[src/rtl/rc5_pkg.sv]
// Shared types, constants and W-generic rotate helpers for the RC5 cipher core.
// Rotates operate on a 64-bit carrier masked down to the live word width.
package rc5_pkg;

    typedef enum logic [1:0] {
        IDLE  = 2'd0,
        ROUND = 2'd1,
        POST  = 2'd2,
        DONE  = 2'd3
    } state_e;

    localparam logic MODE_ENC = 1'b0;
    localparam logic MODE_DEC = 1'b1;

    // Magic constants Pw/Qw used by the RC5 key schedule.
    localparam logic [15:0] P16 = 16'hB7E1;
    localparam logic [15:0] Q16 = 16'h9E37;
    localparam logic [31:0] P32 = 32'hB7E1_5163;
    localparam logic [31:0] Q32 = 32'h9E37_79B9;
    localparam logic [63:0] P64 = 64'hB7E1_5162_8AED_2A6B;
    localparam logic [63:0] Q64 = 64'h9E37_79B9_7F4A_7C15;

    function automatic logic [63:0] width_mask(input int unsigned w);
        return (w >= 64) ? 64'hFFFF_FFFF_FFFF_FFFF : ((64'd1 << w) - 64'd1);
    endfunction

    // w must be a power of two; only the low log2(w) bits of amt matter.
    function automatic logic [63:0] rotl(input logic [63:0] x, input int unsigned amt,
                                         input int unsigned w);
        logic [63:0] m;
        int unsigned s;
        m = width_mask(w);
        s = amt & (w - 1);
        if (s == 0)
            return x & m;
        return ((x << s) | ((x & m) >> (w - s))) & m;
    endfunction

    function automatic logic [63:0] rotr(input logic [63:0] x, input int unsigned amt,
                                         input int unsigned w);
        logic [63:0] m;
        int unsigned s;
        m = width_mask(w);
        s = amt & (w - 1);
        if (s == 0)
            return x & m;
        return (((x & m) >> s) | (x << (w - s))) & m;
    endfunction

endpackage

[src/rtl/rc5_round_unit.sv]
// One full RC5 round (both half-rounds), combinational, for either direction.
module rc5_round_unit
    import rc5_pkg::*;
#(
    parameter int W = 32
) (
    input  logic [W-1:0] a,
    input  logic [W-1:0] b,
    input  logic [W-1:0] s_even,
    input  logic [W-1:0] s_odd,
    input  logic         mode,
    output logic [W-1:0] a_next,
    output logic [W-1:0] b_next
);

    localparam int LW = $clog2(W);

    logic [W-1:0] enc_a;
    logic [W-1:0] enc_b;
    logic [W-1:0] dec_a;
    logic [W-1:0] dec_b;
    logic [W-1:0] b_minus;
    logic [W-1:0] a_minus;

    assign enc_a = W'(rotl(64'(a ^ b), 32'(b[LW-1:0]), W)) + s_even;
    assign enc_b = W'(rotl(64'(b ^ enc_a), 32'(enc_a[LW-1:0]), W)) + s_odd;

    // Decrypt undoes B first, since A's rotate amount is the recovered B.
    assign b_minus = b - s_odd;
    assign dec_b   = W'(rotr(64'(b_minus), 32'(a[LW-1:0]), W)) ^ a;
    assign a_minus = a - s_even;
    assign dec_a   = W'(rotr(64'(a_minus), 32'(dec_b[LW-1:0]), W)) ^ dec_b;

    assign a_next = (mode == MODE_DEC) ? dec_a : enc_a;
    assign b_next = (mode == MODE_DEC) ? dec_b : enc_b;

endmodule

[src/rtl/rc5_cipher_core.sv]
// Iterative RC5-W/R encrypt/decrypt engine with a run-time writable key table
// and valid/ready handshakes on input and output.
module rc5_cipher_core
    import rc5_pkg::*;
#(
    parameter  int W  = 32,
    parameter  int R  = 12,
    localparam int T  = 2 * R + 2,
    localparam int AW = $clog2(T)
) (
    input  logic          clk,
    input  logic          clr,
    input  logic          key_we,
    input  logic [AW-1:0] key_addr,
    input  logic [W-1:0]  key_wdata,
    output logic          key_wr_err,
    input  logic          din_valid,
    output logic          din_ready,
    input  logic          din_mode,
    input  logic [2*W-1:0] din,
    output logic          dout_valid,
    input  logic          dout_ready,
    output logic [2*W-1:0] dout,
    output logic          busy
);

    localparam logic [AW:0] T_LIM = (AW + 1)'(T);
    localparam logic [8:0]  LAST  = 9'(R);

    state_e       state_reg;
    logic [W-1:0] a_reg;
    logic [W-1:0] b_reg;
    logic [8:0]   rnd_reg;
    logic         mode_reg;
    logic         started_reg;
    logic         key_wr_err_reg;

    logic [W-1:0]  key_mem [T];
    logic          key_wr;
    logic [AW-1:0] idx_even;
    logic [AW-1:0] idx_odd;
    logic [W-1:0]  a_next;
    logic [W-1:0]  b_next;

    assign key_wr = key_we && (state_reg == IDLE) && ({1'b0, key_addr} < T_LIM);

    // Every entry clears on reset, so the table lives in flops, not block RAM.
    for (genvar gi = 0; gi < T; gi++) begin : g_key
        logic [W-1:0] entry_reg;
        always_ff @(posedge clk or negedge clr) begin
            if (!clr)
                entry_reg <= '0;
            else if (key_wr && key_addr == AW'(gi))
                entry_reg <= key_wdata;
        end
        assign key_mem[gi] = entry_reg;
    end

    // rnd_reg stays within 0..R, so both indices are always inside the table.
    assign idx_even = AW'({rnd_reg, 1'b0});
    assign idx_odd  = AW'({rnd_reg, 1'b1});

    rc5_round_unit #(.W(W)) u_round (
        .a      (a_reg),
        .b      (b_reg),
        .s_even (key_mem[idx_even]),
        .s_odd  (key_mem[idx_odd]),
        .mode   (mode_reg),
        .a_next (a_next),
        .b_next (b_next)
    );

    always_ff @(posedge clk or negedge clr) begin
        if (!clr) begin
            state_reg      <= IDLE;
            a_reg          <= '0;
            b_reg          <= '0;
            rnd_reg        <= '0;
            mode_reg       <= MODE_ENC;
            started_reg    <= 1'b0;
            key_wr_err_reg <= 1'b0;
        end else begin
            started_reg    <= 1'b1;
            key_wr_err_reg <= key_we && (state_reg != IDLE);
            case (state_reg)
                IDLE: begin
                    if (din_valid && din_ready) begin
                        mode_reg  <= din_mode;
                        state_reg <= ROUND;
                        if (din_mode == MODE_ENC) begin
                            a_reg   <= din[2*W-1:W] + key_mem[0];
                            b_reg   <= din[W-1:0] + key_mem[1];
                            rnd_reg <= 9'd1;
                        end else begin
                            a_reg   <= din[2*W-1:W];
                            b_reg   <= din[W-1:0];
                            rnd_reg <= LAST;
                        end
                    end
                end
                ROUND: begin
                    a_reg <= a_next;
                    b_reg <= b_next;
                    if (mode_reg == MODE_ENC) begin
                        if (rnd_reg == LAST)
                            state_reg <= DONE;
                        else
                            rnd_reg <= rnd_reg + 9'd1;
                    end else begin
                        rnd_reg <= rnd_reg - 9'd1;
                        if (rnd_reg == 9'd1)
                            state_reg <= POST;
                    end
                end
                POST: begin
                    a_reg     <= a_reg - key_mem[0];
                    b_reg     <= b_reg - key_mem[1];
                    state_reg <= DONE;
                end
                DONE: begin
                    if (dout_ready)
                        state_reg <= IDLE;
                end
                default: state_reg <= IDLE;
            endcase
        end
    end

    assign din_ready  = started_reg && (state_reg == IDLE);
    assign dout_valid = (state_reg == DONE);
    assign dout       = (state_reg == DONE) ? {a_reg, b_reg} : '0;
    assign busy       = (state_reg != IDLE);
    assign key_wr_err = key_wr_err_reg;

endmodule

[config.mk]
export PLATFORM = sky130hd
export DESIGN_NAME = rc5_cipher_core
export DESIGN_NICKNAME = d
export VERILOG_FILES = /design/src/rtl/rc5_pkg.sv /design/src/rtl/rc5_round_unit.sv /design/src/rtl/rc5_cipher_core.sv
export SDC_FILE = /design/constraint.sdc
export NUM_CORES = 2
export LEC_CHECK = 0
export CELL_PAD_IN_SITES_DETAIL_PLACEMENT = 0
export CELL_PAD_IN_SITES_GLOBAL_PLACEMENT = 2
export CORE_MARGIN = 4
export CORE_UTILIZATION = 42
export DETAILED_ROUTE_END_ITERATION = 10
export PLACE_DENSITY = 0.84
export REMOVE_ABC_BUFFERS = 1
export SLEW_MARGIN = 40
export SYNTH_ARGS = -nofsm -noshare
export SYNTH_HDL_FRONTEND = slang
export SYNTH_SLANG_ARGS = --single-unit
[constraint.sdc]
create_clock -name clk -period 15.9 [get_ports clk]
set_input_delay 3.975 -clock clk [delete_from_list [all_inputs] [get_ports clk]]
set_output_delay 3.975 -clock clk [all_outputs]
set_load 0.005 [all_outputs]
### Word-level counts from Yosys, hierarchy flattened

Cells that the tools add are included.

| cells by class | value |
|---|---|
| mux-type cells | 38 |
| eq/ne operators | 35 |
| reductions and logical operators | 44 |
| add/sub/neg operators | 14 |
| shift-type cells | 8 |
| bitwise operators | 10 |
| order comparisons | 3 |

Operator list:

| cell | count |
|---|---|
| $mux W32 | 18 |
| $bmux W32 S5 | 2 |
| $pmux W32 S3 | 2 |
| $add A32 B32 Y32 | 4 |
| $logic_not A32 Y1 | 4 |
| $or A32 B32 Y32 | 4 |
| $shl A64 B5 Y32 | 2 |
| $sub A32 B32 Y32 | 4 |
| $xor A32 B32 Y32 | 4 |
| $mux W64 | 1 |
| $shl A32 B32 Y32 | 2 |
| $shr A32 B32 Y32 | 2 |
| $shr A32 B5 Y32 | 2 |
| $eq A5 B5 Y1 const B | 10 |
| $eq A5 B4 Y1 const B | 8 |
| $logic_and A1 B1 Y1 | 31 |
| $sub A6 B5 Y7 const A | 4 |
| $mux W9 | 3 |
| $eq A5 B3 Y1 const B | 4 |
| $pmux W9 S2 | 1 |
| $ge A6 B6 Y1 const B | 2 |
| $not A5 Y6 | 2 |
| $eq A5 B2 Y1 const B | 2 |
| $mux W2 | 5 |
| 20 further kinds | 29 |

| word-level totals | value |
|---|---|
| input port bits | 107 |
| output and inout port bits | 68 |
| register bits after elaboration | 910 |

### Logic depth before layout (Yosys ltp)

| logic depth | value |
|---|---|
| depth in word-level cells | 16 |
| gate-level depth with buffers | 56 |

### Modules after synthesis

From an unflattened synthesis, not the netlist that was laid out.

| second synthesis, totals | value |
|---|---|
| cell total of the unflattened synthesis | 7740 |
| area, all modules | 73188.9 µm² |

By module, submodules not included:

| module | cells an instance | times used | area an instance (µm²) |
|---|---|---|---|
| rc5_cipher_core | 4027 | 1 | 48935.7 |
| rc5_round_unit | 3713 | 1 | 24253.3 |

### Worst setup path after synthesis

OpenSTA, ideal clock, no wires.

| timing path | value |
|---|---|
| kind | register to register |
| from | reg b_reg[0] |
| to | reg b_reg[30] |
| data required time | 15.774 ns |
| clock period less this slack | 11.332 ns |
| buffers on the path | 7 |
| data arrival time | 11.206 ns |
| stages on the path, launching flop included | 57 |
| slack | 4.568 ns |
| cells stage by stage | dfrtp_1 clkbuf_1 inv_1 clkbuf_1 clkbuf_1 clkbuf_1 ha_1 clkbuf_1 inv_1 buf_1 clkbuf_1 mux2i_1 nor2_1 nor3_1 a21oi_1 o22ai_1 nor3_1 a21oi_1 [... 21 more ...] a21o_1 a21oi_1 o21bai_1 a21oi_1 o21bai_1 a21oi_1 o21ai_0 o41ai_1 o21ai_0 o211ai_1 a31oi_1 a21oi_1 o21bai_1 a2111oi_0 nor4_1 o21ai_0 a21oi_1 a221o_1 |

| on the way | value |
|---|---|
| longest elaborated chain between the ends | 12 |

Ends and longest elaborated chain:

| what | RTL line | source |
|---|---|---|
| from (decl) | rc5_cipher_core.sv:32 | `logic [W-1:0] b_reg;` |
| from (signal assigned) | rc5_cipher_core.sv:92 | `b_reg <= din[W-1:0] + key_mem[1];` |
| from (signal assigned) | rc5_cipher_core.sv:96 | `b_reg <= din[W-1:0];` |
| from (signal assigned) | rc5_cipher_core.sv:103 | `b_reg <= b_next;` |
| $sub A6 B5 Y7 or $xor A32 B32 Y32 (tied branches) | rc5_pkg.sv:36, rc5_round_unit.sv:25 |  |
| $shr A32 B32 Y32 or $shl A64 B5 Y32 (tied branches) | rc5_pkg.sv:36 | `return ((x << s) \| ((x & m) >> (w - s))) & m;` |
| $or A32 B32 Y32 | rc5_pkg.sv:36 |  |
| $mux W32 | rc5_pkg.sv:36 |  |
| $add A32 B32 Y32 | rc5_round_unit.sv:25 | `assign enc_a = W'(rotl(64'(a ^ b), 32'(b[LW-1:0]), W)) + s_even;` |
| $sub A6 B5 Y7 or $xor A32 B32 Y32 (tied branches) | rc5_pkg.sv:36, rc5_round_unit.sv:26 |  |
| $shr A32 B32 Y32 or $shl A64 B5 Y32 (tied branches) | rc5_pkg.sv:36 |  |
| $or A32 B32 Y32 | rc5_pkg.sv:36 |  |
| $mux W32 | rc5_pkg.sv:36 |  |
| $add A32 B32 Y32 | rc5_round_unit.sv:26 | `assign enc_b = W'(rotl(64'(b ^ enc_a), 32'(enc_a[LW-1:0]), W)) + s_odd;` |
| $mux W32 | rc5_round_unit.sv:35 | `assign b_next = (mode == MODE_DEC) ? dec_b : enc_b;` |
| $pmux W32 S3 * | rc5_cipher_core.sv:85 | `case (state_reg)` |

Every way passes the cells marked *; elsewhere a longest branch is shown, timed or not. The select of a mux whose other input is x is not followed.
A chain may end at the register's enable or synchronous reset.

### Final worst setup path

| timing path | value |
|---|---|
| from | reg b_reg[29] |
| to | reg b_reg[30] |

| on the way | value |
|---|---|
| longest elaborated chain between the ends | 12 |

Ends and longest elaborated chain:

| what | RTL line |
|---|---|
| $xor A32 B32 Y32 | rc5_round_unit.sv:25 |
| $shr A32 B32 Y32 or $shl A64 B5 Y32 (tied branches) | rc5_pkg.sv:36 |
| $or A32 B32 Y32 | rc5_pkg.sv:36 |
| $mux W32 | rc5_pkg.sv:36 |
| $add A32 B32 Y32 | rc5_round_unit.sv:25 |
| $sub A6 B5 Y7 or $xor A32 B32 Y32 (tied branches) | rc5_pkg.sv:36, rc5_round_unit.sv:26 |
| $shr A32 B32 Y32 or $shl A64 B5 Y32 (tied branches) | rc5_pkg.sv:36 |
| $or A32 B32 Y32 | rc5_pkg.sv:36 |
| $mux W32 | rc5_pkg.sv:36 |
| $add A32 B32 Y32 | rc5_round_unit.sv:26 |
| $mux W32 | rc5_round_unit.sv:35 |
| $pmux W32 S3 * | rc5_cipher_core.sv:85 |

Marked as above.

==> summary.txt <==
Die
  • Site row count: 151
  • Die outline area: 178600 µm²
  • Number of primary I/O pins: 175
  • DIE HEIGHT: roughly 420 µm
  • Total core area: 170000 µm²
  • Effective utilization at floorplan: 42.45%
  • DIE WIDTH: 422.6 µm

STA
  • Worst-Margin Slew: 964.1 ps
  • Post-route fraction of the period consumed by the critical path: 85.36%
  • Setup skew after layout: 49.10 ps
  • Final Slew Violations: 0
  • Number of setup violations in the final report: 0
  • Rel. slew slack: 33.89%
  • Timing-limited maximum frequency: 0.07368 GHz
  • Number of hold violations in the final report: 0
  • Setup repair after global routing missed its margin: no
  • Minimum period implied by the final worst setup slack: 13570 ps

Global routing
  • First-pass GRT wire length: 461200 µm
  • Global routing's busiest layer: met2
  • Number of global-route vias before repair: 62721
  • Global route total overflow: 0
  • Antenna violations before repair: 7
  • GRT Overall Usage: 35.18%
  • Global Route met2 Usage: 54.86%
  • Largest net degree at the start of global routing: 116
  • Met3 routing resource usage after global routing: around 7.0%
  • GR Util met1: between 40% and 50%

Finish
  • Area growth, synth to finish: 11.36%
  • Non-Filler Instances: 9801
  • Nets: a little under 8000
  • Flip-flop count of the largest register after layout: ~830
  • Cell area after layout: 80390 µm²
  • Share of cells above drive strength 1: 23.88%

Worst setup path
  • Kind of start point of the critical path: flip-flop
  • Worst reg-to-reg path cell count: 49
  • Worst R2R Setup Slack: 2330 ps
  • Reg2Reg Capture Point: b_reg[30]
  • Bufs and invs on worst path: 0
  • Largest delay contributor family on the critical path: compound AO/OA/AOI/OAI gates
  • Worst Setup Path Type: flip-flop to flip-flop
  • Crit path capture type: flip-flop
  • Most frequent CP cell: a21oi_1
  • Delay of the slowest cell on the worst path: around 830 ps
  • Required time at the worst-slack endpoint: roughly 17000 ps
  • Peak fanout along the critical path: 7
  • Data arrival time of the critical path: approximately 14000 ps
  • RR Startpoint: b_reg[29]
  • Slowest CP cell: a2111oi_1

Clock tree
  • H-tree depth: 3
  • Worst-case clock buffer depth: 3
  • CTS tree: yes
  • Clock buffers created by TritonCTS: 98
  • Clock root buffer master: clkbuf_16
  • Number of sinks driven by the clock tree: just over 900
  • Clk Latency, worst-skew pair: 720 ps
  • Number of resized instances in the post-cts repair step: 0
  • Reg clk slew, reported paths: 60 ps
  • Post-CTS Setup Bufs: 0
  • Post-CTS Hold Fix Bufs: 0

Detailed routing
  • Post-route antenna net violation count: 0
  • Detailed Route WL: ~320000 µm
  • First-pass iteration count of the detailed router: 7
  • Detailed-route via count: 63908
  • Mean routed wirelength per cell: 32.98 µm
  • Residual DRC: 0
  • DRC violation total after the first TritonRoute iteration: around 6700
  • Via density: 6.521

Synth
  • Most used flip-flop cell after synthesis: dfrtp_1
  • Number of synthesis warnings: 0
  • Cell Area, Synth: just over 70000 µm²
  • Post-synthesis area per instance: about 9.6 µm²
  • EDFF count, synth: 0
  • Synth async-reset ratio: 100.0%
  • Fraction of the yosys area taken by sequential cells: around a third
  • Post-synthesis instance total: 7535
  • Flip-flop and latch count after synthesis: 910
  • Count of different cell masters after synthesis: 126

Placed design
  • Detailed placement HPWL: 243800 µm
  • Input/output buffers: ~170
  • Placed cell count: around 9600
  • Standard cell area after detailed placement: around 77000 µm²
  • Global placer's final weighted congestion: 1.039

Run status
  • Outcome: finished clean

Hold path
  • Count of cells along the worst hold path: 1
  • Worst min-delay path class: flip-flop to flip-flop
  • Worst-case hold path end point: g_key[4].entry_reg[6]
  • Hold Path Origin: g_key[4].entry_reg[6]

Job
  • Total of max-cap violations: 0
[routing by layer]
metal | vias to the layer above | share of wire, %
met5 | - | 0.0084
met4 | 4 | 7.4
met3 | 686 | 8.3
met2 | 2946 | 45
met1 | 32520 | 40
li1 | 27752 | -
[kinds of logic after synthesis]
family	Yosys count	share of synthesized area, %
flip-flops	910	31.54
other	1	0.005195
buffers and inverters	807	4.390
multiplexers	1357	25.06
XOR/XNOR	369	4.811
AND/OR/NAND/NOR	1892	11.67
adder cells (fa/ha/maj)	279	4.919
AO/OA/AOI/OAI	1920	17.60
[how the worst max path moves through the flow]
stage / from / end / slack, ps / cells after the start
after floorplan: rnd_reg[0] / b_reg[30] / -6840 / 32
after global placement: rnd_reg[0] / b_reg[30] / 2580 / 43
after detailed placement: b_reg[29] / b_reg[30] / 2670 / 49
after CTS: b_reg[29] / b_reg[30] / 2570 / 49
after global routing: b_reg[29] / b_reg[30] / 1650 / 49
final: b_reg[29] / b_reg[30] / 2330 / 49
[placed cells by master, fill, tap and decap left out, types with 61 or more instances in the layout]
| cell | synthesis | final |
|---|---|---|
| o22ai_1 | 80 | 80 |
| o21ai_0 | 450 | 415 |
| nand3_1 | 86 | 82 |
| xor2_1 | 123 | 113 |
| a21o_1 | 96 | 96 |
| xnor2_1 | 228 | 212 |
| nor2_1 | 539 | 523 |
| mux2i_1 | 209 | 204 |
| and2_1 | 89 | 89 |
| clkbuf_16 | 0 | 101 |
| clkdlybuf4s50_1 | 0 | 144 |
| nand2_1 | 766 | 761 |
| dfrtp_1 | 910 | 901 |
| inv_1 | 231 | 227 |
| o21a_1 | 62 | 62 |
| a221o_1 | 72 | 72 |
| mux4_2 | 268 | 268 |
| buf_4 | 8 | 237 |
| nor3_1 | 134 | 129 |
| o211ai_1 | 61 | 61 |
| mux2_2 | 871 | 871 |
| a21oi_1 | 479 | 476 |
| ha_1 | 271 | 264 |
| a211oi_1 | 122 | 120 |
[cells in the mapped netlist (all sizes together), types with 27 or more instances]
master / instances / share of area (%)
a221oi: 62 / 0.79
mux4: 268 / 8.4
dfrtp: 910 / 32
nor2b: 34 / 0.29
o21bai: 27 / 0.28
a21oi: 482 / 3.4
clkbuf: 427 / 2.2
and2: 91 / 0.79
nor2: 540 / 2.8
o21ai: 470 / 3.3
nand2b: 46 / 0.40
a31oi: 53 / 0.49
a221o: 72 / 1.0
nand3: 87 / 0.62
o22ai: 81 / 0.71
inv: 237 / 1.2
a22oi: 29 / 0.31
o21a: 62 / 0.64
xnor2: 233 / 2.9
xor2: 123 / 1.5
o31ai: 42 / 0.44
a211oi: 127 / 1.4
mux2: 876 / 14
nor3: 135 / 0.94
mux2i: 213 / 3.0
nand2: 767 / 4.0
a21o: 96 / 1.0
and3: 52 / 0.46
or3: 38 / 0.33
buf: 138 / 0.91
ha: 271 / 4.7
o211ai: 64 / 0.69
[metrics by stage]
step	hold slack (ps)	util [%]	setup TNS, ps	setup slack (ps)
final	499.4	47.28	0	2328
after floorplan	471.5	-	-322140	-6835
after CTS	501.4	47.22	0	2574
after global routing	508.4	47.28	0	1650
after detailed placement	487.6	45.22	0	2673
after global placement	481.0	45.09	0	2576
[layout make-up]
cell class,count,area [µm²]
sequential,910,22790
antenna,3,7.507
multi-input combinational,5818,46810
clock inverter,49,589.3
inverter,242,917.1
clock buffer,132,2814
fill,16104,89640
tap,2218,2775
timing repair buffer,429,3685
Power is left out: the tool's default activity adds up to more than one toggle a clock period on the data nets, which glitch-free logic cannot reach.
